File: config.mk
export PLATFORM = sky130hd
export DESIGN_NAME = cpu_imem_arb_flat
export DESIGN_NICKNAME = d
export VERILOG_FILES = /design/src/rtl/cpu_imem_pkg.sv /design/src/rtl/cpu_imem_arb_if.sv /design/src/rtl/cpu_imem_slot.sv /design/src/rtl/cpu_imem_arb.sv /design/src/flat_wrapper.sv
export SDC_FILE = /design/constraint.sdc
export NUM_CORES = 1
export LEC_CHECK = 0
export BUFFER_PORTS_ARGS = -buffer_cell sky130_fd_sc_hd__buf_2
export CAP_MARGIN = 5
export CORE_MARGIN = 2
export CORE_UTILIZATION = 56
export CTS_CLUSTER_DIAMETER = 50
export DETAILED_ROUTE_END_ITERATION = 10
export MAX_ROUTING_LAYER = met4
export PLACE_DENSITY_LB_ADDON = 0.15
export SYNTH_ARGS = -nofsm -noshare
export SYNTH_HDL_FRONTEND = slang
export SYNTH_SLANG_ARGS = --single-unit
File: constraint.sdc
create_clock -name clock -period 2.7 [get_ports clock]
set_input_delay 0.54 -clock clock [delete_from_list [all_inputs] [get_ports clock]]
set_output_delay 0.54 -clock clock [all_outputs]
set_load 0.02 [all_outputs]
File: src/rtl/cpu_imem_pkg.sv
// Shared types for the instruction-memory arbiter: FSM states, transaction
// owner and the memory command carried through each pending slot.
package cpu_imem_pkg;

  // Widest address any instance may use; narrower instances zero-extend.
  localparam int unsigned ADDR_W_MAX = 64;

  typedef enum logic {
    ST_IDLE = 1'b0,
    ST_BUSY = 1'b1
  } state_e;

  typedef enum logic [1:0] {
    OWN_NONE = 2'd0,
    OWN_CPUI = 2'd1,
    OWN_LDR  = 2'd2
  } owner_e;

  typedef struct packed {
    logic                  write;
    logic [ADDR_W_MAX-1:0] addr;
    logic [31:0]           wdata;
    logic [3:0]            wstrb;
  } mem_cmd_t;

endpackage

File: src/rtl/cpu_imem_arb_if.sv
// Bus bundle for the instruction-memory arbiter: CPU fetch port, loader port
// and the single instruction-memory port. "slave" is the arbiter's view,
// "master" is the environment's view.
interface cpu_imem_arb_if #(
  parameter int unsigned ADDR_W = 32
);
  logic              cpui_request;
  logic [ADDR_W-1:0] cpui_addr;
  logic [31:0]       cpui_rdata;
  logic              cpui_ack;

  logic              ldr_request;
  logic              ldr_write;
  logic [ADDR_W-1:0] ldr_addr;
  logic [31:0]       ldr_wdata;
  logic [3:0]        ldr_wstrb;
  logic [31:0]       ldr_rdata;
  logic              ldr_ack;

  logic              mem_request;
  logic              mem_write;
  logic [ADDR_W-1:0] mem_addr;
  logic [31:0]       mem_wdata;
  logic [3:0]        mem_wstrb;
  logic [31:0]       mem_rdata;
  logic              mem_ack;

  logic              proto_err;

  modport slave (
    input  cpui_request, cpui_addr,
    output cpui_rdata, cpui_ack,
    input  ldr_request, ldr_write, ldr_addr, ldr_wdata, ldr_wstrb,
    output ldr_rdata, ldr_ack,
    output mem_request, mem_write, mem_addr, mem_wdata, mem_wstrb,
    input  mem_rdata, mem_ack,
    output proto_err
  );

  modport master (
    output cpui_request, cpui_addr,
    input  cpui_rdata, cpui_ack,
    output ldr_request, ldr_write, ldr_addr, ldr_wdata, ldr_wstrb,
    input  ldr_rdata, ldr_ack,
    input  mem_request, mem_write, mem_addr, mem_wdata, mem_wstrb,
    output mem_rdata, mem_ack,
    input  proto_err
  );
endinterface

File: src/rtl/cpu_imem_slot.sv
// One-entry pending slot for a requester. A request latches its command; the
// owner's ack clears it. A request arriving in the same cycle as the clear
// is accepted as the next entry; a request into an occupied slot is dropped
// and flagged as overflow.
module cpu_imem_slot
  import cpu_imem_pkg::*;
(
  input  logic     clock,
  input  logic     reset,
  input  logic     request,
  input  logic     clear,
  input  mem_cmd_t cmd_in,
  output logic     occupied,
  output mem_cmd_t cmd,
  output logic     overflow
);

  // Latch on request when free (or being freed), otherwise clear on ack.
  always_ff @(posedge clock or negedge reset) begin
    if (!reset) begin
      occupied <= 1'b0;
      cmd      <= '0;
    end else if (request && (!occupied || clear)) begin
      occupied <= 1'b1;
      cmd      <= cmd_in;
    end else if (clear) begin
      occupied <= 1'b0;
    end
  end

  assign overflow = request && occupied && !clear;

endmodule

File: src/rtl/cpu_imem_arb.sv
// Instruction-memory arbiter between the CPU fetch port and a loader/debug
// port, with one memory transaction outstanding at a time.
// Optional build macro CPU_IMEM_ARB_RR_EN: resolve ties round-robin instead
// of fixed CPU priority.
module cpu_imem_arb
  import cpu_imem_pkg::*;
#(
  parameter int unsigned ADDR_W = 32
) (
  input logic           clock,
  input logic           reset,
  cpu_imem_arb_if.slave bus
);

  state_e   state;
  owner_e   owner;
  owner_e   grant_owner;
  mem_cmd_t cpui_cmd_in, ldr_cmd_in;
  mem_cmd_t cpui_cmd_q, ldr_cmd_q;
  mem_cmd_t grant_cmd;
  logic     cpui_occ, ldr_occ;
  logic     cpui_ovf, ldr_ovf;
  logic     cpui_want, ldr_want, pick_cpui;
  logic     mem_done, cpui_done, ldr_done;
  logic     proto_err;

  logic              mem_request, mem_write;
  logic [ADDR_W-1:0] mem_addr;
  logic [31:0]       mem_wdata;
  logic [3:0]        mem_wstrb;

  // Incoming commands; CPU fetches are always reads with no byte enables.
  always_comb begin
    cpui_cmd_in       = '0;
    cpui_cmd_in.addr  = ADDR_W_MAX'(bus.cpui_addr);
    ldr_cmd_in        = '0;
    ldr_cmd_in.write  = bus.ldr_write;
    ldr_cmd_in.addr   = ADDR_W_MAX'(bus.ldr_addr);
    ldr_cmd_in.wdata  = bus.ldr_wdata;
    ldr_cmd_in.wstrb  = bus.ldr_wstrb;
  end

  // A completion only counts while a transaction is actually outstanding.
  assign mem_done  = (state == ST_BUSY) && bus.mem_ack;
  assign cpui_done = mem_done && (owner == OWN_CPUI);
  assign ldr_done  = mem_done && (owner == OWN_LDR);

  cpu_imem_slot u_cpui_slot (
    .clock    (clock),
    .reset    (reset),
    .request  (bus.cpui_request),
    .clear    (cpui_done),
    .cmd_in   (cpui_cmd_in),
    .occupied (cpui_occ),
    .cmd      (cpui_cmd_q),
    .overflow (cpui_ovf)
  );

  cpu_imem_slot u_ldr_slot (
    .clock    (clock),
    .reset    (reset),
    .request  (bus.ldr_request),
    .clear    (ldr_done),
    .cmd_in   (ldr_cmd_in),
    .occupied (ldr_occ),
    .cmd      (ldr_cmd_q),
    .overflow (ldr_ovf)
  );

  assign cpui_want = cpui_occ || bus.cpui_request;
  assign ldr_want  = ldr_occ  || bus.ldr_request;

`ifdef CPU_IMEM_ARB_RR_EN
  owner_e last_served;

  // Remember who was granted last so the other side wins the next tie.
  always_ff @(posedge clock or negedge reset) begin
    if (!reset) begin
      last_served <= OWN_LDR;
    end else if (state == ST_IDLE && grant_owner != OWN_NONE) begin
      last_served <= grant_owner;
    end
  end

  assign pick_cpui = cpui_want && (!ldr_want || last_served == OWN_LDR);
`else
  assign pick_cpui = cpui_want;
`endif

  // Winner selection; a pulse arriving this cycle is used directly since its
  // slot only captures it at the coming edge.
  always_comb begin
    grant_owner = OWN_NONE;
    grant_cmd   = '0;
    if (pick_cpui) begin
      grant_owner = OWN_CPUI;
      grant_cmd   = cpui_occ ? cpui_cmd_q : cpui_cmd_in;
    end else if (ldr_want) begin
      grant_owner = OWN_LDR;
      grant_cmd   = ldr_occ ? ldr_cmd_q : ldr_cmd_in;
    end
  end

  // Address bits above ADDR_W are always zero in the slot commands.
  logic unused_addr_hi;
  assign unused_addr_hi = ^grant_cmd.addr;

  // Arbiter FSM with registered memory command outputs.
  always_ff @(posedge clock or negedge reset) begin
    if (!reset) begin
      state       <= ST_IDLE;
      owner       <= OWN_NONE;
      mem_request <= 1'b0;
      mem_write   <= 1'b0;
      mem_addr    <= '0;
      mem_wdata   <= '0;
      mem_wstrb   <= '0;
    end else begin
      mem_request <= 1'b0;
      case (state)
        ST_IDLE: begin
          if (grant_owner != OWN_NONE) begin
            mem_request <= 1'b1;
            mem_write   <= grant_cmd.write;
            mem_addr    <= grant_cmd.addr[ADDR_W-1:0];
            mem_wdata   <= grant_cmd.wdata;
            mem_wstrb   <= grant_cmd.wstrb;
            owner       <= grant_owner;
            state       <= ST_BUSY;
          end
        end
        ST_BUSY: begin
          if (bus.mem_ack) begin
            owner <= OWN_NONE;
            state <= ST_IDLE;
          end
        end
      endcase
    end
  end

  // Sticky protocol error on any dropped request.
  always_ff @(posedge clock or negedge reset) begin
    if (!reset) begin
      proto_err <= 1'b0;
    end else if (cpui_ovf || ldr_ovf) begin
      proto_err <= 1'b1;
    end
  end

  assign bus.cpui_ack    = cpui_done;
  assign bus.cpui_rdata  = cpui_done ? bus.mem_rdata : '0;
  assign bus.ldr_ack     = ldr_done;
  assign bus.ldr_rdata   = ldr_done ? bus.mem_rdata : '0;
  assign bus.mem_request = mem_request;
  assign bus.mem_write   = mem_write;
  assign bus.mem_addr    = mem_addr;
  assign bus.mem_wdata   = mem_wdata;
  assign bus.mem_wstrb   = mem_wstrb;
  assign bus.proto_err   = proto_err;

endmodule

File: src/flat_wrapper.sv
// flat-port wrapper written by rule: the top's interface ports become plain ports
module cpu_imem_arb_flat import cpu_imem_pkg::*;
#(
  parameter int unsigned ADDR_W = 32
)
  (clock, reset, bus_cpui_request, bus_cpui_addr, bus_cpui_rdata, bus_cpui_ack, bus_ldr_request, bus_ldr_write, bus_ldr_addr, bus_ldr_wdata, bus_ldr_wstrb, bus_ldr_rdata, bus_ldr_ack, bus_mem_request, bus_mem_write, bus_mem_addr, bus_mem_wdata, bus_mem_wstrb, bus_mem_rdata, bus_mem_ack, bus_proto_err);
  cpu_imem_arb_if #(.ADDR_W(ADDR_W)) bus_i ();
  input logic clock;
  input logic reset;
  input wire logic [$bits(bus_i.cpui_request)-1:0] bus_cpui_request;
  input wire logic [$bits(bus_i.cpui_addr)-1:0] bus_cpui_addr;
  output wire logic [$bits(bus_i.cpui_rdata)-1:0] bus_cpui_rdata;
  output wire logic [$bits(bus_i.cpui_ack)-1:0] bus_cpui_ack;
  input wire logic [$bits(bus_i.ldr_request)-1:0] bus_ldr_request;
  input wire logic [$bits(bus_i.ldr_write)-1:0] bus_ldr_write;
  input wire logic [$bits(bus_i.ldr_addr)-1:0] bus_ldr_addr;
  input wire logic [$bits(bus_i.ldr_wdata)-1:0] bus_ldr_wdata;
  input wire logic [$bits(bus_i.ldr_wstrb)-1:0] bus_ldr_wstrb;
  output wire logic [$bits(bus_i.ldr_rdata)-1:0] bus_ldr_rdata;
  output wire logic [$bits(bus_i.ldr_ack)-1:0] bus_ldr_ack;
  output wire logic [$bits(bus_i.mem_request)-1:0] bus_mem_request;
  output wire logic [$bits(bus_i.mem_write)-1:0] bus_mem_write;
  output wire logic [$bits(bus_i.mem_addr)-1:0] bus_mem_addr;
  output wire logic [$bits(bus_i.mem_wdata)-1:0] bus_mem_wdata;
  output wire logic [$bits(bus_i.mem_wstrb)-1:0] bus_mem_wstrb;
  input wire logic [$bits(bus_i.mem_rdata)-1:0] bus_mem_rdata;
  input wire logic [$bits(bus_i.mem_ack)-1:0] bus_mem_ack;
  output wire logic [$bits(bus_i.proto_err)-1:0] bus_proto_err;
  assign bus_i.cpui_request = bus_cpui_request;
  assign bus_i.cpui_addr = bus_cpui_addr;
  assign bus_cpui_rdata = bus_i.cpui_rdata;
  assign bus_cpui_ack = bus_i.cpui_ack;
  assign bus_i.ldr_request = bus_ldr_request;
  assign bus_i.ldr_write = bus_ldr_write;
  assign bus_i.ldr_addr = bus_ldr_addr;
  assign bus_i.ldr_wdata = bus_ldr_wdata;
  assign bus_i.ldr_wstrb = bus_ldr_wstrb;
  assign bus_ldr_rdata = bus_i.ldr_rdata;
  assign bus_ldr_ack = bus_i.ldr_ack;
  assign bus_mem_request = bus_i.mem_request;
  assign bus_mem_write = bus_i.mem_write;
  assign bus_mem_addr = bus_i.mem_addr;
  assign bus_mem_wdata = bus_i.mem_wdata;
  assign bus_mem_wstrb = bus_i.mem_wstrb;
  assign bus_i.mem_rdata = bus_mem_rdata;
  assign bus_i.mem_ack = bus_mem_ack;
  assign bus_proto_err = bus_i.proto_err;
  cpu_imem_arb #(.ADDR_W(ADDR_W)) u_core (.clock(clock), .reset(reset), .bus(bus_i));
endmodule
== Word-level counts from Yosys, hierarchy flattened ==
Index checks and enable logic that the tools add are counted.

* Output and inout port bits: 137
* Input port bits: 138
* Logic and storage cells: 62
* Flip-flop bits (word level): 177

* Bitwise operators: 1
* Equality and inequality tests: 4
* Multiplexer cells: 19
* Reductions and logical operators: 23

{| class="wikitable"
|+ Operator list
! operator !! number
|-
| 101-bit 2-to-1 mux || 3
|-
| 68-bit 2-to-1 mux || 1
|-
| 32-bit 2-to-1 mux || 2
|-
| 1-bit logical AND || 9
|-
| 2-bit 2-to-1 mux || 4
|-
| 1-bit 2-to-1 mux || 7
|-
| 2-bit nonzero test || 3
|-
| 1-bit logical OR || 5
|-
| 1-bit zero test || 4
|-
| 2-bit one-hot mux with 2 select lines || 1
|-
| 2-bit AND reduction || 2
|-
| 2-bit by 1-bit == test with 1-bit output, second input constant || 1
|-
| 2-bit == test, second input constant || 1
|-
| 2-bit by 1-bit != test with 1-bit output, second input constant || 1
|-
| 2-bit != test, second input constant || 1
|-
| 1-bit one-hot mux with 2 select lines || 1
|-
| 1-bit NOT || 1
|}

== Logic depth before layout (Yosys ltp) ==
Gate-level depths: netlist of the first run.

* Depth after elaboration: 6
* Gate-level depth with buffers: 6
* Gate-level depth less buffers: 4

== Modules after synthesis ==
Synthesis of the first run repeated with hierarchy kept, for this count alone.

* Cells, all modules: 955
* Area, all modules: 13613.1 um2

{| class="wikitable"
|+ By module, submodules not included
! module !! area each (um2) !! times used !! seq. area each (um2) !! cells each
|-
| cpu_imem_slot || 4269.1 || 2 || 2552.4 || 219
|-
| cpu_imem_arb || 5074.9 || 1 || 1851.8 || 517
|}

== Worst setup path after synthesis of the first run ==
OpenSTA, ideal clock, no wires.

* Path kind: input-to-output
* Start: in bus_mem_ack
* End: out bus_cpui_rdata[22]
* Arrival: 1.444 ns
* Cell stages on the path: 4
* Required time: 2.160 ns
* Slack: 0.716 ns
* Buffers on the path: 1
* Cell sequence: nand4b_2 -> inv_1 -> clkbuf_1 -> and2_1

* Word-level cells in the longest chain between the ends: 3

{| class="wikitable"
|+ RTL lines
! item !! line !! text
|-
| from (decl) || flat_wrapper.sv:27 || <nowiki>input wire logic [$bits(bus_i.mem_ack)-1:0] bus_mem_ack;</nowiki>
|-
| 1-bit logical AND || cpu_imem_arb.sv:44 || <nowiki>assign mem_done = (state == ST_BUSY) && bus.mem_ack;</nowiki>
|-
| 1-bit logical AND || cpu_imem_arb.sv:45 || <nowiki>assign cpui_done = mem_done && (owner == OWN_CPUI);</nowiki>
|-
| named net bus_cpui_ack || flat_wrapper.sv:13 || <nowiki>output wire logic [$bits(bus_i.cpui_ack)-1:0] bus_cpui_ack;</nowiki>
|-
| 32-bit 2-to-1 mux || cpu_imem_arb.sv:152 || <nowiki>assign bus.cpui_rdata = cpui_done ? bus.mem_rdata : '0;</nowiki>
|-
| to (decl) || flat_wrapper.sv:12 || <nowiki>output wire logic [$bits(bus_i.cpui_rdata)-1:0] bus_cpui_rdata;</nowiki>
|}

The timed path passes the listed nets, and every way through them passes these cells.

== Worst setup path in the final report of the first run ==
* Start: reg u_core.owner[0]
* End: out bus_ldr_rdata[10]

* Word-level cells in the longest chain between the ends: 3

{| class="wikitable"
|+ RTL lines
! item !! line !! text
|-
| from (decl) || cpu_imem_arb.sv:16 || <nowiki>owner_e owner;</nowiki>
|-
| from (signal assigned) || cpu_imem_arb.sv:128 || <nowiki>owner <= grant_owner;</nowiki>
|-
| 2-bit == test || cpu_imem_arb.sv:46 || <nowiki>assign ldr_done = mem_done && (owner == OWN_LDR);</nowiki>
|-
| 1-bit logical AND || cpu_imem_arb.sv:46 ||
|-
| 32-bit 2-to-1 mux || cpu_imem_arb.sv:154 || <nowiki>assign bus.ldr_rdata = ldr_done ? bus.mem_rdata : '0;</nowiki>
|-
| to (decl) || flat_wrapper.sv:19 || <nowiki>output wire logic [$bits(bus_i.ldr_rdata)-1:0] bus_ldr_rdata;</nowiki>
|}

Every way passes these cells.

==> results of run 1 <==
[worst min path at each step]
| stage | startpoint | to |
|---|---|---|
| floorplan | reset | u_core.bus.mem_addr[0] |
| global placement | u_core.bus.proto_err | u_core.bus.proto_err |
| detailed placement | u_core.bus.proto_err | u_core.bus.proto_err |
| CTS | reset | u_core.u_cpui_slot.cmd[59] |
| global route | reset | u_core.bus.mem_addr[28] |
| finish | reset | u_core.bus.mem_addr[28] |
[flip-flops by register name (all words and copies together) (netlist names)]
name and cells:
u_core.bus.mem_addr 32, u_core.u_ldr_slot.occupied 1, u_core.bus.mem_write 1, u_core.owner 2, u_core.bus.mem_wstrb 4, u_core.state 1
u_core.u_cpui_slot.occupied 1, u_core.bus.mem_wdata 32, u_core.bus.proto_err 1, u_core.u_cpui_slot.cmd 32, u_core.u_ldr_slot.cmd 69, u_core.bus.mem_request 1
[worst reg2reg max path, cell delays in order, from the launching register on]
cell	delay [ns]
dfrtp_4	0.65
nor4_4	0.34
buf_4	0.54
o21ai_0	0.15
a22oi_1	0.20
[cell usage after synthesis]
master     count  area (um^2)
nor2_1         1        3.750
nand2_1       97        364.1
o21bai_1      32        240.2
o31a_1        32        280.3
a31oi_1        1        6.260
or2_2          1        6.260
o2bb2ai_1     22        192.7
o21ai_1        2        10.01
nor3_1         1        5.000
and2_1        64        400.4
a22oi_1        2        15.01
o31ai_1       15        112.6
o21ai_0       49        245.2
buf_4         16        120.1
nand4b_2       1        15.01
clkbuf_1      34        127.6
buf_1          4        15.01
a21o_1         2        15.01
a21boi_2       1        11.26
inv_1          3        11.26
inv_2          1        3.750
nand4b_1       1        8.760
or2_1          1        6.260
a21oi_1       32        160.2
mux2_2        98         1104
dfrtp_1      177         4429
mux2i_1       38        380.4
nand3_1        1        5.000
buf_2         14        70.07
mux2_1         3        33.78
buf_6          2        22.52
o21ai_2        1        8.760
nand2b_1       2        12.51
nor4_4         1        21.27
nand3b_1      32        240.2
[cells by family after synthesis]
logic type      count (synthesis)  share of synthesized area [%]
mux                           139                          17.44
buf+inv                        74                          4.255
flops                         177                          50.89
compound gates                191                          14.91
simple gates                  203                          12.51
[power breakdown]
part | total [mW] | internal [mW] | switching (mW)
Combinational | 1.77 | 0.880 | 0.892
Clock | 2.49 | 1.48 | 1.00
Sequential | 3.55 | 3.25 | 0.303
[per-layer routing]
layer	routed length [um]	part of all wire (%)
met5	0	0
met4	219	0.97
met3	1285	5.7
met2	10470	46
met1	10590	47
[layout make-up]
class	instances	area (um^2)
multi-input combinational	533	3919
antenna	3	7.507
tap	188	235.2
fill	1184	4408
clock buffer	23	498.0
inverter	4	15.01
timing repair buffer	296	1580
sequential	177	4436
clock inverter	9	103.9
[per-stage QoR]
step / instance area [um^2] / power, mW / worst slack, ns / util, %
after floorplan: 8703 / 4.752 / 0.7163 / -
after global placement: 10180 / 5.287 / 0.5371 / 67.00
after detailed placement: 10180 / 5.365 / 0.5090 / 67.00
after CTS: 10790 / 7.863 / 0.2440 / 70.95
after global routing: 10790 / 8.223 / 0.1427 / 71.00
final: 10790 / 7.807 / 0.2616 / 71.00
==> results by group, run 1 <==
Status
  – Status: finished clean

Setup path
  – CP endpoint: bus_ldr_rdata[10]
  – Crit path max fanout: 33
  – CP startpoint: u_core.owner[0]
  – CP Buf/Inv Count: 3
  – Path depth of the worst reg2reg path: 4
  – CP delay by family, top: buffers and inverters
  – Crit path required time: 2.16 ns
  – R2R Path Start: u_core.u_ldr_slot.occupied
  – Slowest CP cell: dfrtp_1
  – Worst path depth: 5
  – Crit. End Element: output pin
  – Critical path arrival: 1.90 ns
  – Crit-path cells: nand4b_1 -> inv_2 -> buf_4 -> and2_1 -> buf_2
  – RR Endpoint: u_core.owner[0]
  – Max stage delay on crit path: around 0.4 ns
  – Critical setup path kind: reg2out
  – Crit start category: flop
  – FF-to-FF setup slack: 0.73 ns

Placement
  – GP Congestion: between 0.7 and 0.8
  – Post-DP HPWL: roughly 15000 um
  – Port Buf Inserts: between 200 and 300
  – Placed insts: ~1200

Global routing
  – Overall global routing resource usage: between 20 and 30%
  – Gr ovfl total: 0
  – Antenna violations before repair: 3
  – Top Usage Layer GRT: met1
  – Pin count of the biggest net entering global routing: 70
  – Vias in the first global route: about 6600
  – First-pass GRT wire length: between 30000 and 40000 um
  – Met3 Resource Use GR: 6.362%
  – GR met1 Demand/Resource: 41.31%
  – Met2 Track Usage GR: around two fifths

Routing
  – Vias: roughly 6900
  – Vias per cell: roughly 5.6
  – Drt wl/cell: 18.30 um
  – DR pass1 iterations: 5
  – DRT iter0 DRCs: ~450
  – Post-route ant nets: 0
  – DR DRC count: 0
  – Routed WL: 22560 um

Floorplanning
  – Die area: 0.01655 mm^2
  – Die width: ~130 um
  – Cell Rows: 45
  – Total core area: 0.01520 mm^2
  – Initial core utilization: between 50% and 60%
  – Die Span Y: around 130 um
  – Top Ports: approximately 280

Synthesis
  – Netlist cell types: 35
  – Instance count of the mapped netlist: a little under 800
  – Ys Warns: 0
  – Syn Area/Cell: 11.10 um^2
  – Seq cells post-synth: around 180
  – Syn nets: around 920
  – Syn Std Cell Area: 0.008703 mm^2
  – Register area share after synthesis: between 50% and 60%

Clock tree
  – Clk_lat worst skew: 0.43 ns
  – Root Driver: clkbuf_16
  – CTS tree: yes
  – Sink Count: about 180
  – # hold bufs at CTS: 0
  – Post_cts resized: 0
  – Deepest clock path buffer count: 2
  – Htree depth: 4
  – CTS buffer count: 17
  – Setup Buffers After CTS: 0
  – Clock-pin slew on the worst setup and hold paths: roughly 0.060 ns

Final layout
  – Fin cells: about 1200
  – Syn-to-layout area delta: 24.02%
  – Proportion of layout cells with a drive suffix above 1: about two fifths
  – Layout net count: 1167
  – Commonest cells after routing, fill and taps aside: buf_2 (273), dfrtp_1 (174), mux2_2 (98)
  – Commonest non-fill, non-tap cell in the layout: buf_2

STA
  – Final Cycle Share: 90.31%
  – RSZ-0062 raised after global routing: no
  – Worst slew margin: 49.83%
  – Tmin final: between 2 and 2.5 ns
  – Skew final: roughly 0.0064 ns
  – Hold Worst Slack: 0.1111 ns
  – Final Hold Vio Count: 0
  – Setup TNS: 0 ns
  – Max Slew Vio Count: 0
  – Peak Freq: 0.4101 GHz
  – Worst-Margin Slew: 0.7526 ns
  – Setup violators final: 0

Pwr
  – PwrDens: approximately 720 mW/mm^2
  – Leakage: ~5.6 nW
  – Worst VDD drop: 0.5701 mV

Min path
  – Hold Crit Class: in2async

Job
  – Max-cap check violation count: 0
Note: power is estimated with default switching activity, not from simulation.
==> run 2: changes to the inputs <==
==> constraint.sdc (replaced) <==
create_clock -name clock -period 2.7 [get_ports clock]
set_input_delay 0.54 -clock clock [delete_from_list [all_inputs] [get_ports clock]]
set_output_delay 0.54 -clock clock [all_outputs]
set_load 0.005 [all_outputs]
==> run 2 against run 1 <==
Sequential cell count stayed put; maximum frequency is 2.2% higher; setup slack better by 0.053 ns; largest cell class unchanged; global-route usage is 0.33 points higher; worst hold slack better by 0.0031 ns; die area stayed put; cell area hardly changed; routed wire length is 1.9% higher; clock-buffer cell count is 2 higher.
==> results by group, run 2 (synthesis gave the netlist of run 1 again) <==
Status
  – Status: finished clean (unchanged)

Pwr
  – Internal Pwr Total: 5.691 mW (was 5.608 mW)
  – PwrDens: 710.2 mW/mm^2 (was 723.3 mW/mm^2)
  – Tot Pwr: 7.670 mW (was 7.807 mW)
  – Combinational power share: 20.4% (was 22.7%)
  – Leakage: 5.570 nW (was 5.566 nW)
  – Sw Ratio: 25.80% (was 28.17%)
  – Switching pwr: 1.979 mW (was 2.199 mW)
  – Worst VDD drop: 0.5500 mV (was 0.5701 mV)
  – Clock power frac: 33.1% (was 31.8%)
  – Seq pwr share: 46.4% (was 45.5%)

Floorplanning
  – Die area: 0.01655 mm^2 (unchanged)
  – Total core area: 0.01520 mm^2 (unchanged)
  – Initial core utilization: 57.25% (unchanged)
  – Top Ports: 275 (unchanged)
  – Die Span Y: 128.7 um (unchanged)
  – Die width: 128.7 um (unchanged)
  – Cell Rows: 45 (unchanged)

Setup path
  – CP startpoint: u_core.owner[0] (unchanged)
  – Critical setup path kind: reg2out (unchanged)
  – Critical path arrival: 1.85 ns (was 1.90 ns)
  – Crit path max fanout: 34 (was 33)
  – FF-to-FF setup slack: 0.73 ns (about the same)
  – R2R Path Start: u_core.u_ldr_slot.occupied (unchanged)
  – Path depth of the worst reg2reg path: 4 (unchanged)
  – RR Endpoint: u_core.owner[1] (was u_core.owner[0])
  – Crit start category: flop (unchanged)
  – Crit path required time: 2.16 ns (about the same)
  – Crit. End Element: output pin (unchanged)
  – CP endpoint: bus_ldr_rdata[18] (was bus_ldr_rdata[10])

Global routing
  – First-pass GRT wire length: 35910 um (was 35360 um)
  – Overall global routing resource usage: 28.86% (was 28.53%)
  – Gr ovfl total: 0 (unchanged)
  – Vias in the first global route: 6826 (was 6570)
  – Pin count of the biggest net entering global routing: 69 (was 70)
  – Antenna violations before repair: 0 (was 3)

Placement
  – Post-DP HPWL: 15210 um (was 14940 um)
  – Port Buf Inserts: 274 (unchanged)
  – GP Congestion: 0.7646 (was 0.7751)

Clock tree
  – Sink Count: 177 (unchanged)
  – CTS tree: yes (unchanged)
  – Post_cts resized: 0 (unchanged)
  – Setup Buffers After CTS: 0 (unchanged)
  – Htree depth: 4 (unchanged)
  – Clk_lat worst skew: 0.44 ns (was 0.43 ns)
  – Clock-pin slew on the worst setup and hold paths: 0.06 ns (about the same)
  – Deepest clock path buffer count: 2 (unchanged)
  – # hold bufs at CTS: 0 (unchanged)
  – Root Driver: clkbuf_16 (unchanged)
  – CTS buffer count: 17 (unchanged)

Final layout
  – Layout net count: 1165 (was 1167)
  – Final core occ: 71.05% (was 71.00%)
  – Proportion of layout cells with a drive suffix above 1: 41.33% (was 41.75%)
  – Max reg flops: 69 (unchanged)
  – Commonest non-fill, non-tap cell in the layout: buf_2 (unchanged)
  – Syn-to-layout area delta: 24.09% (was 24.02%)
  – Area of the multi-input gates: 0.003919 mm^2 (unchanged)
  – Antenna cells: 0 (was 3)
  – # fillers: 1135 (was 1184)
  – Register area: 0.004436 mm^2 (unchanged)
  – Largest reg by FF count: u_core.u_ldr_slot.cmd (unchanged)
  – Commonest cells after routing, fill and taps aside: buf_2 (273), dfrtp_1 (174), mux2_2 (98) (unchanged)

Routing
  – Drt wl/cell: 18.76 um (was 18.30 um)
  – DR DRC count: 0 (unchanged)
  – Post-route ant nets: 0 (unchanged)
  – DRT iter0 DRCs: 592 (was 448)
  – Vias per cell: 5.675 (was 5.633)
  – Routed WL: 23000 um (was 22560 um)
  – DR pass1 iterations: 5 (unchanged)
  – Vias: 6958 (was 6945)

STA
  – Final Cycle Share: 88.34% (was 90.31%)
  – Skew final: 0.01726 ns (was 0.006441 ns)
  – Peak Freq: 0.4192 GHz (was 0.4101 GHz)
  – Final Hold Vio Count: 0 (unchanged)
  – Worst slew margin: 55.39% (was 49.83%)
  – Tmin final: 2.385 ns (was 2.438 ns)
  – Worst-Margin Slew: 0.6691 ns (was 0.7526 ns)
  – RSZ-0062 raised after global routing: no (unchanged)
  – Max Slew Vio Count: 0 (unchanged)
  – Setup TNS: 0 ns (unchanged)
  – Setup violators final: 0 (unchanged)

Job
  – Max-cap check violation count: 0 (unchanged)

Min path
  – Hold Crit Class: in2async (unchanged)
[run 2: changes by cell type in the layout (fill, tap and decap cells not counted), sizes merged]
cell / change
clkinv: -3
diode: -3
buf: -2
clkbuf: +2
clkinvlp: -2
bufinv: +1
[run 2: worst min-delay path by stage]
| stage | startpoint | end | slack [ns] |
|---|---|---|---|
| 6_report | reset | u_core.u_cpui_slot.cmd[57] | 0.11 |
| 5_1_grt | reset | u_core.u_cpui_slot.cmd[57] | 0.18 |
| 3_5_place_dp | u_core.bus.proto_err | u_core.bus.proto_err | 0.46 |
| 2_1_floorplan | reset | u_core.bus.mem_addr[0] | 0.24 |
| 4_1_cts | reset | u_core.u_ldr_slot.cmd[59] | 0.14 |
| 3_3_place_gp | u_core.bus.proto_err | u_core.bus.proto_err | 0.45 |
[run 2: area by class of cell]
type                            instances  share of cell area [%]
Clock buffer                           25                   4.680
Clock inverter                          5                  0.9268
Tap cell                              188                   2.178
Sequential cell                       177                   41.07
Multi-Input combinational cell        533                   36.28
Timing Repair Buffer                  294                   14.72
Inverter                                4                  0.1390
[run 2: through the flow]
stage	cell area (um^2)	std cells	hold WS (ns)	setup slack, ns
finish	10800	1226	0.1141	0.3148
global route	10800	1226	0.1787	0.1378
CTS	10800	1226	0.1397	0.3100
detailed placement	10190	1196	0.4639	0.5653
global placement	10190	1196	0.4535	0.6133
floorplan	8703	784	0.2444	0.9619
[run 2: critical path, stage by stage, from the launching register on]
cell and delay, ns:
dfrtp_1 0.42, nand4b_1 0.25, inv_2 0.41, and2_1 0.21, buf_2 0.12
[run 2: layer usage]
layer	up-vias	routed length, um	global-route usage, %
li1	3254	-	-
met1	3446	10550	40.66
met2	240	10640	42.64
met3	18	1579	6.071
met4	0	226	8.312
met5	-	0	-
[run 2: power groups by stage]
stage	logic (mW)	registers [mW]	clock network (mW)
after floorplan	1.02	3.53	0
after global placement	1.52	3.56	0
after detailed placement	1.57	3.59	0
after CTS	1.58	3.55	2.57
after global routing	1.75	3.62	2.67
final	1.57	3.56	2.54
==> run 3: changes to the inputs <==
--- a/config.mk
+++ b/config.mk
@@ -13,6 +13,7 @@
 export DETAILED_ROUTE_END_ITERATION = 10
 export MAX_ROUTING_LAYER = met4
 export PLACE_DENSITY_LB_ADDON = 0.15
+export RECOVER_POWER = 100
 export SYNTH_ARGS = -nofsm -noshare
 export SYNTH_HDL_FRONTEND = slang
 export SYNTH_SLANG_ARGS = --single-unit
==> run 3 against run 2 <==
The run now ends with capacitance limit, slew limit left; routed wire length decreased by 0.12%; maximum frequency fell by 3.0%; clock power about the same; sequential cell count unchanged; utilization shrank 1.1 points; register-to-register slack got worse by 0.49 ns; first-iteration DRC count decreased by 9.1%; cell count grew 0.24%; sequential power about the same; combinational power down 3%; critical endpoint is now u_core.bus.mem_addr[25]; largest power group unchanged; highest routed layer unchanged.
==> results by group, run 3 (synthesis gave the netlist of run 1 again) <==
Status
  – Status: complete, but fails checks (was finished clean)
  – Violated checks: capacitance limit, slew limit

Final layout
  – Fin cells: 1229 (was 1226)
  – Max reg flops: 69 (unchanged)
  – Largest reg by FF count: u_core.u_ldr_slot.cmd (unchanged)
  – Commonest non-fill, non-tap cell in the layout: buf_2 (unchanged)
  – Proportion of layout cells with a drive suffix above 1: 33.53% (was 41.33%)
  – Layout net count: 1165 (unchanged)
  – Syn-to-layout area delta: 22.17% (was 24.09%)
  – Commonest cells after routing, fill and taps aside: buf_2 (193), dfrtp_1 (174), mux2_2 (98) (was buf_2 (273), dfrtp_1 (174), mux2_2 (98))

Setup path
  – Crit path required time: 3.01 ns (was 2.16 ns)
  – Crit-path cells: clkbuf_2 -> or2_2 -> buf_4 -> o31a_1 (was nand4b_1 -> inv_2 -> and2_1 -> buf_2)
  – Crit start category: flop (unchanged)
  – Crit path max fanout: 54 (was 34)
  – Slowest CP cell: clkbuf_2 (was dfrtp_1)
  – Critical path arrival: 2.77 ns (was 1.85 ns)
  – CP Buf/Inv Count: 2 (unchanged)
  – Max stage delay on crit path: 0.70 ns (was 0.42 ns)
  – CP delay by family, top: buffers and inverters (unchanged)
  – Critical setup path kind: reg2reg (was reg2out)
  – Crit. End Element: flop (was output pin)

Pwr
  – Switching pwr: 1.977 mW (was 1.979 mW)
  – Seq pwr share: 46.7% (was 46.4%)
  – Leakage: 5.231 nW (was 5.570 nW)
  – PwrDens: 718.0 mW/mm^2 (was 710.2 mW/mm^2)
  – Sw Ratio: 25.90% (was 25.80%)
  – Internal Pwr Total: 5.656 mW (was 5.691 mW)
  – Worst VDD drop: 0.5509 mV (was 0.5500 mV)
  – Clock power frac: 33.3% (was 33.1%)
  – Combinational power share: 20.0% (was 20.4%)

STA
  – Peak Freq: 0.4067 GHz (was 0.4192 GHz)
  – Final Cycle Share: 91.06% (was 88.34%)
  – Tmin final: 2.459 ns (was 2.385 ns)
  – Worst-Margin Slew: 1.738 ns (was 0.6691 ns)
  – Setup violators final: 0 (unchanged)
  – Worst slew margin: -15.86% (was 55.39%)
  – Skew final: 0.009926 ns (was 0.01726 ns)
  – Max Slew Vio Count: 68 (was 0)
  – Final Hold Vio Count: 0 (unchanged)
  – RSZ-0062 raised after global routing: no (unchanged)
  – Setup TNS: 0 ns (unchanged)

Floorplanning
  – Top Ports: 275 (unchanged)
  – Cell Rows: 45 (unchanged)
  – Initial core utilization: 57.25% (unchanged)
  – Die width: 128.7 um (unchanged)
  – Die Span Y: 128.7 um (unchanged)
  – Total core area: 0.01520 mm^2 (unchanged)
  – Die area: 0.01655 mm^2 (unchanged)

Clock tree
  – Htree depth: 4 (unchanged)
  – # hold bufs at CTS: 0 (unchanged)
  – Setup Buffers After CTS: 0 (unchanged)
  – Sink Count: 177 (unchanged)
  – CTS tree: yes (unchanged)
  – Deepest clock path buffer count: 2 (unchanged)
  – Post_cts resized: 0 (unchanged)
  – Root Driver: clkbuf_16 (unchanged)
  – Clk_lat worst skew: 0.43 ns (was 0.44 ns)
  – CTS buffer count: 17 (unchanged)
  – Clock-pin slew on the worst setup and hold paths: 0.06 ns (about the same)

Placement
  – Placed insts: 1196 (unchanged)
  – Port Buf Inserts: 274 (unchanged)
  – GP Congestion: 0.7646 (unchanged)
  – Post-DP HPWL: 15210 um (unchanged)

Routing
  – Vias: 6925 (was 6958)
  – DR DRC count: 0 (unchanged)
  – Routed WL: 22970 um (was 23000 um)
  – DRT iter0 DRCs: 538 (was 592)
  – Post-route ant nets: 0 (unchanged)
  – Vias per cell: 5.635 (was 5.675)
  – Drt wl/cell: 18.69 um (was 18.76 um)
  – DR pass1 iterations: 5 (unchanged)

Global routing
  – Overall global routing resource usage: 28.86% (unchanged)
  – Gr ovfl total: 0 (unchanged)
  – First-pass GRT wire length: 35910 um (unchanged)
  – Antenna violations before repair: 0 (unchanged)
  – Pin count of the biggest net entering global routing: 69 (unchanged)
  – Vias in the first global route: 6826 (unchanged)

Job
  – Max-cap check violation count: 1 (was 0)

Min path
  – Hold Crit Class: in2reg (was in2async)
run 3: final timing paths:
check	slack, ns	start	end	cells after the start
min in group asynchronous	0.57	reset	u_core.u_cpui_slot.cmd[57]	1
min reg2reg	0.48	u_core.bus.proto_err	u_core.bus.proto_err	2
max in group asynchronous	0.56	reset	u_core.u_cpui_slot.cmd[42]	2
min	0.35	bus_ldr_wdata[29]	u_core.u_ldr_slot.cmd[33]	2
max	0.24	u_core.state	u_core.bus.mem_addr[25]	4
max reg2reg	0.24	u_core.state	u_core.bus.mem_addr[25]	4
run 3: stage by stage:
| stage | power, mW | setup slack (ns) | hold slack [ns] | cell area [um^2] | utilization [%] |
|---|---|---|---|---|---|
| final | 7.634 | 0.2414 | 0.3476 | 10630 | 69.94 |
| after detailed placement | 5.166 | 0.5653 | 0.4639 | 10190 | 67.06 |
| after floorplan | 4.545 | 0.9619 | 0.2444 | 8703 | - |
| after CTS | 7.705 | 0.3100 | 0.1397 | 10800 | 71.05 |
| after global placement | 5.083 | 0.6133 | 0.4535 | 10190 | 67.06 |
| after global routing | 8.012 | 0.1116 | 0.3438 | 10630 | 69.89 |
run 3: metal layers:
metal	GRT usage (%)	vias up	wire, um
met2	42.64	229	10630
met4	8.312	0	289
met5	-	-	0
li1	-	3262	-
met3	6.071	22	1673
met1	40.66	3412	10380
run 3: cell type report:
type | instances | area (um^2)
repair buffers | 294 | 1435
inverters | 4 | 15.01
multi-input cells | 533 | 3901
clock buffers | 25 | 505.5
fillers | 1201 | 4569
clock inverters | 5 | 100.1
diodes | 3 | 7.507
flip-flops and latches | 177 | 4433
well taps | 188 | 235.2
run 3: power groups by stage:
stage | Combinational, mW | Sequential (mW) | Clock (mW)
final | 1.53 | 3.56 | 2.54
after global routing | 1.71 | 3.63 | 2.67
after CTS | 1.58 | 3.55 | 2.57
after detailed placement | 1.57 | 3.59 | 0
after global placement | 1.52 | 3.56 | 0
after floorplan | 1.02 | 3.53 | 0
